===== config.mk =====
export PLATFORM = sky130hd
export DESIGN_NAME = bitblade_cfu_ctrl
export DESIGN_NICKNAME = d
export VERILOG_FILES = /design/src/rtl/bitblade_pkg.sv /design/src/rtl/bitblade_dot4.sv /design/src/rtl/bitblade_cfu_ctrl.sv
export SDC_FILE = /design/constraint.sdc
export NUM_CORES = 1
export LEC_CHECK = 0
export BUFFER_PORTS_ARGS = -buffer_cell sky130_fd_sc_hd__buf_2
export CORE_ASPECT_RATIO = 0.75
export CORE_MARGIN = 4
export CORE_UTILIZATION = 52
export CTS_CLUSTER_SIZE = 16
export DETAILED_ROUTE_END_ITERATION = 10
export PLACE_DENSITY = 0.7
export SLEW_MARGIN = 10
export SYNTH_ARGS = -nofsm -noshare
export SYNTH_HDL_FRONTEND = slang
export SYNTH_SLANG_ARGS = --single-unit

===== constraint.sdc =====
create_clock -name clk -period 25.5 [get_ports clk]
set_input_delay 2.55 -clock clk [delete_from_list [all_inputs] [get_ports clk]]
set_output_delay 2.55 -clock clk [all_outputs]
set_load 0.02 [all_outputs]

===== src/rtl/bitblade_pkg.sv =====
// Shared opcode, FSM-state and width definitions for the BitBlade CFU front-end.
package bitblade_pkg;

    localparam int DOT_W = 18;

    localparam logic [2:0] OP_MAC   = 3'd0;
    localparam logic [2:0] OP_DOT   = 3'd1;
    localparam logic [2:0] OP_CLR   = 3'd2;
    localparam logic [2:0] OP_RD    = 3'd3;
    localparam logic [2:0] OP_LD    = 3'd4;
    localparam logic [2:0] OP_SATRD = 3'd5;

    typedef enum logic [1:0] {
        IDLE = 2'd0,
        EXEC = 2'd1,
        RESP = 2'd2
    } state_t;

endpackage


===== src/rtl/bitblade_dot4.sv =====
// Purely combinational 4-lane unsigned 8x8 inner product: two 32-bit words in,
// 18-bit sum of the four 16-bit lane products out.
module bitblade_dot4
    import bitblade_pkg::*;
(
    input  logic [31:0]      a,
    input  logic [31:0]      b,
    output logic [DOT_W-1:0] dot
);

    logic [15:0] prod;

    always_comb begin
        dot  = '0;
        prod = '0;
        for (int i = 0; i < 4; i++) begin
            prod = 16'(a[8*i +: 8]) * 16'(b[8*i +: 8]);
            dot  = dot + DOT_W'(prod);
        end
    end

endmodule


===== src/rtl/bitblade_cfu_ctrl.sv =====
// CFU command/response controller around the 4-lane dot-product datapath.
// Optional build macro BITBLADE_ACC_SAT_EN: saturating MAC with a sticky flag.
module bitblade_cfu_ctrl
    import bitblade_pkg::*;
#(
    parameter int ACC_W = 32,
    parameter int LANES = 4
) (
    input  logic        clk,
    input  logic        rst_n,
    input  logic        cmd_valid,
    output logic        cmd_ready,
    input  logic [9:0]  cmd_payload_function_id,
    input  logic [31:0] cmd_payload_inputs_0,
    input  logic [31:0] cmd_payload_inputs_1,
    output logic        rsp_valid,
    input  logic        rsp_ready,
    output logic [31:0] rsp_payload_outputs_0
);

    localparam int OPND_W = LANES * 8;

    state_t              state;
    logic [OPND_W-1:0]   a_p0;
    logic [OPND_W-1:0]   b_p0;
    logic [2:0]          op_p0;
    logic [ACC_W-1:0]    acc;
    logic [ACC_W-1:0]    acc_nxt;
    logic [31:0]         rsp_nxt;
    logic [DOT_W-1:0]    dot;
    logic [ACC_W-1:0]    dot_ext;
    logic [ACC_W-1:0]    mac_acc;
    logic                unused_fid;
`ifdef BITBLADE_ACC_SAT_EN
    logic                sat_flag;
    logic                sat_nxt;
    logic                mac_ovf;
`endif

    function automatic logic [31:0] to_rsp(input logic [ACC_W-1:0] v);
        return 32'(v);
    endfunction

    function automatic logic [ACC_W-1:0] acc_add(input logic [ACC_W-1:0] x,
                                                 input logic [ACC_W-1:0] y);
        logic [ACC_W-1:0] sum;
        sum = x + y;
`ifdef BITBLADE_ACC_SAT_EN
        return (sum < x) ? '1 : sum;
`else
        return sum;
`endif
    endfunction

    assign unused_fid = ^cmd_payload_function_id[9:3];
    assign cmd_ready  = (state == IDLE);

    // EXEC stage: datapath operates on the operands captured at accept
    bitblade_dot4 u_dot4 (
        .a   (a_p0),
        .b   (b_p0),
        .dot (dot)
    );

    assign dot_ext = ACC_W'(dot);
    assign mac_acc = acc_add(acc, dot_ext);
`ifdef BITBLADE_ACC_SAT_EN
    assign mac_ovf = (acc + dot_ext) < acc;
`endif

    always_comb begin
        acc_nxt = acc;
        rsp_nxt = '0;
`ifdef BITBLADE_ACC_SAT_EN
        sat_nxt = sat_flag;
`endif
        case (op_p0)
            OP_MAC: begin
                acc_nxt = mac_acc;
                rsp_nxt = to_rsp(mac_acc);
`ifdef BITBLADE_ACC_SAT_EN
                sat_nxt = sat_flag | mac_ovf;
`endif
            end
            OP_DOT: rsp_nxt = to_rsp(dot_ext);
            OP_CLR: begin
                rsp_nxt = to_rsp(acc);
                acc_nxt = '0;
`ifdef BITBLADE_ACC_SAT_EN
                sat_nxt = 1'b0;
`endif
            end
            OP_RD: rsp_nxt = to_rsp(acc);
            OP_LD: begin
                rsp_nxt = to_rsp(acc);
                acc_nxt = ACC_W'(a_p0);
`ifdef BITBLADE_ACC_SAT_EN
                sat_nxt = 1'b0;
`endif
            end
`ifdef BITBLADE_ACC_SAT_EN
            OP_SATRD: begin
                rsp_nxt = 32'(sat_flag);
                sat_nxt = 1'b0;
            end
`endif
            default: ;
        endcase
    end

    // Control and registered outputs; unused opcodes fall through to a zero response
    always_ff @(posedge clk or negedge rst_n) begin
        if (!rst_n) begin
            state                 <= IDLE;
            a_p0                  <= '0;
            b_p0                  <= '0;
            op_p0                 <= '0;
            acc                   <= '0;
            rsp_valid             <= 1'b0;
            rsp_payload_outputs_0 <= '0;
`ifdef BITBLADE_ACC_SAT_EN
            sat_flag              <= 1'b0;
`endif
        end else begin
            case (state)
                IDLE: begin
                    if (cmd_valid) begin
                        a_p0  <= OPND_W'(cmd_payload_inputs_0);
                        b_p0  <= OPND_W'(cmd_payload_inputs_1);
                        op_p0 <= cmd_payload_function_id[2:0];
                        state <= EXEC;
                    end
                end
                EXEC: begin
                    acc                   <= acc_nxt;
                    rsp_payload_outputs_0 <= rsp_nxt;
                    rsp_valid             <= 1'b1;
`ifdef BITBLADE_ACC_SAT_EN
                    sat_flag              <= sat_nxt;
`endif
                    state                 <= RESP;
                end
                RESP: begin
                    if (rsp_ready) begin
                        rsp_valid <= 1'b0;
                        state     <= IDLE;
                    end
                end
                default: state <= IDLE;
            endcase
        end
    end

endmodule

==> impl_metrics.py <==
metrics = {
    "clock_tree": {
        "postCtsSetupBuffers": 0,
        "htreeDepth": 4,
        "clockBufferDepth": 2,
        "clock-root-buffer": "clkbuf_16",
        "cts_tree": "done",
        "ctsResizeCount": 0,
        "clock-sinks": 134,
        "insertion_delay_ns": 0.45,
        "cts-hold-fix-buffers": 0,
        "clk_pin_slew_ns": 0.07,
        "cts_made_buffers": 17,
    },
    "status": {
        "outcome": "completed",
    },
    "routing": {
        "met3_length_um": 3170,
        "routed.top_layer": "met4",
        "vias": 12200,
        "drc_errors": 0,
        "routedWlPerCell_um": 18.9,
        "wl_met1_um": 19000,
        "wl_met2_um": 18100,
        "via_per_inst": 5.65,
        "wirelength_um": 40800,
        "antenna_left": 0,
        "drt_first_pass_iters": 6,
        "drtIter0Drc": 925,
    },
    "critical_path": {
        "critPathMaxStageDelay_ns": 0.64,
        "cp_common_cell": "fa_1",
        "path_buf_inv": 3,
        "cp.arrival_ns": 11.45,
        "end_kind": "flop",
        "slowest_stage": "dfrtp_1",
        "cp_top_family": "adder cells",
        "start_kind": "flop",
        "critPathMaxFanout": 10,
        "worstPathRequired_ns": 25.82,
        "path_class": "reg -> reg",
    },
    "timing": {
        "final.setup_skew_ns": 0.0168,
        "period_minus_slack_ns": 11.13,
        "max_slew.worst_pin.slew_ns": 1.04,
        "setup_violations": 0,
        "max_freq_mhz": 89.9,
        "drv_slew": 0,
        "relSlewSlack_pct": 30.7,
        "grt_setup_unrepaired": "no",
        "post-route-period-util_pct": 43.6,
        "hold_viol_final": 0,
        "tns_ns": 0,
    },
    "die": {
        "die_h_um": 160,
        "num_io_pins": 112,
        "die_x_um": 211,
        "rows": 55,
        "core_area_um2": 30300,
        "die-area_um2": 33800,
        "initial_core_util_pct": 53.0,
    },
    "logic_synthesis": {
        "synth_edf_count": 0,
        "yosysSeqAreaShare_pct": 20.9,
        "ys.flop_type": "dfrtp_1",
        "ys_types": 65,
        "synth_warnings": 0,
        "syn_area_per_cell_um2": 9.44,
        "postSynthCellCount": 1704,
        "yosys_register_bits": 134,
        "synth_area_um2": 16100,
        "syn-num-nets": 2148,
        "ys_async_sr_fraction_pct": 100,
    },
    "final_layout": {
        "area_growth_syn_to_layout_pct": 8.26,
        "nets": 2198,
        "drive_gt1_share_pct": 12.8,
        "layout.cells.non_filler": 2166,
        "diodes": 0,
        "fillers": 2698,
    },
    "placement": {
        "dp_cells": 2134,
        "portBuffers": 104,
        "gp_congestion": 0.913,
        "hpwl_um": 31900,
    },
    "global_route": {
        "grt_max_degree": 77,
        "gr-total-overflow": 0,
        "grt_pass1_vias": 12900,
        "antenna_found_initial": 0,
        "grt_pass1_wl_um": 68700,
        "grt_usage_pct": 25.4,
    },
    "worst_hold_path": {
        "min_path_type": "reg -> reg",
    },
    "flow_run": {
        "drv_cap": 0,
    },
}
## sequential cells by signal, indices dropped and copies added (netlist names)
register	cells
a_p0	32
acc	32
b_p0	32
op_p0	3
rsp_payload_outputs_0	32
rsp_valid	1
state	2
## tightest hold or removal path, delay by kind of cell (launching register included)
| family | cells | cell delay [ns] |
|---|---|---|
| compound gates | 1 | 0.06 |
| flops | 1 | 0.34 |
| simple gates | 1 | 0.06 |
## routing by layer
metal  track usage (%)  vias up
met1              38.0     6162
met2              38.5      429
met4              5.15        0
met5                 0        -
li1                  -     5593
met3              5.53       48
## worst paths after layout
path / depth (start not counted) / from / slack [ns] / endpoint
min in group asynchronous: 1 / rst_n / 2.15 / a_p0[9]
max: 36 / a_p0[5] / 14.37 / rsp_payload_outputs_0[27]
max in group asynchronous: 2 / rst_n / 22.06 / a_p0[28]
min: 2 / rsp_payload_outputs_0[29] / 0.49 / rsp_payload_outputs_0[29]
min reg2reg: 2 / rsp_payload_outputs_0[29] / 0.49 / rsp_payload_outputs_0[29]
max reg2reg: 36 / a_p0[5] / 14.37 / rsp_payload_outputs_0[27]
## cells in the mapped netlist, types with 8 or more instances
cell type	instances	share of area (%)
nor2b_1	8	0.31
inv_1	288	6.7
fa_1	211	26
a22oi_1	13	0.61
clkbuf_1	72	1.7
ha_1	155	12
a21o_1	15	0.70
o21ai_0	51	1.6
dfrtp_1	134	21
xnor2_1	27	1.5
xor2_1	13	0.71
a221oi_1	15	0.82
buf_1	8	0.19
nor2_1	71	1.7
nand3_1	36	1.1
nand2_1	174	4.1
a21oi_1	45	1.4
and2_1	154	6.0
mux2_2	70	4.9
nand4_1	11	0.43
a221o_1	9	0.56
nor3_1	10	0.31
a31oi_1	17	0.66
## metrics by stage
stage | util (%) | instance area [um2] | hold slack (ns) | setup WS, ns
after global routing | 57.4 | 17400 | 0.507 | 13.74
after floorplan | - | 16100 | 0.477 | 15.51
after global placement | 55.6 | 16900 | 0.465 | 14.52
after detailed placement | 55.6 | 16900 | 0.473 | 14.48
final | 57.4 | 17400 | 0.486 | 14.37
after CTS | 57.4 | 17400 | 0.489 | 14.37
## layout by cell type, fill, tap and decap left out, types with 8 or more instances in the layout
master	instances
inv_1	288
nor3_1	10
dfrtp_1	134
nor2_1	71
xnor2_1	27
a221o_1	9
fa_1	211
nor2b_1	8
xor2_1	13
and2_1	153
ha_1	155
a21oi_1	45
a31oi_1	17
a21o_1	15
clkbuf_16	17
nand3_1	36
buf_2	103
nand4_1	11
a221oi_1	15
nand2_1	174
a22oi_1	13
buf_4	8
mux2_2	70
o21ai_0	51
## kinds of logic after synthesis
logic type                 synth area share [%]
adders and majority gates                  38.3
muxes                                      4.96
buffers and inverters                      8.62
and+or+nand+nor                            15.3
AOI/OAI and AO/OA                          9.73
xor gates and xnor gates                   2.18
DFF                                        20.9
## area by class of cell
class,count,area [um2],area share (%)
sequential,134,3350,19.3
timing repair buffer,112,587,3.37
multi-input combinational,1201,11300,65.2
clock inverter,12,93.8,0.539
inverter,288,1080,6.21
tap,399,499,2.87
clock buffer,20,447,2.57
Power is left out: the tool's default activity adds up to more than one toggle a clock period on the data nets, which glitch-free logic cannot reach.
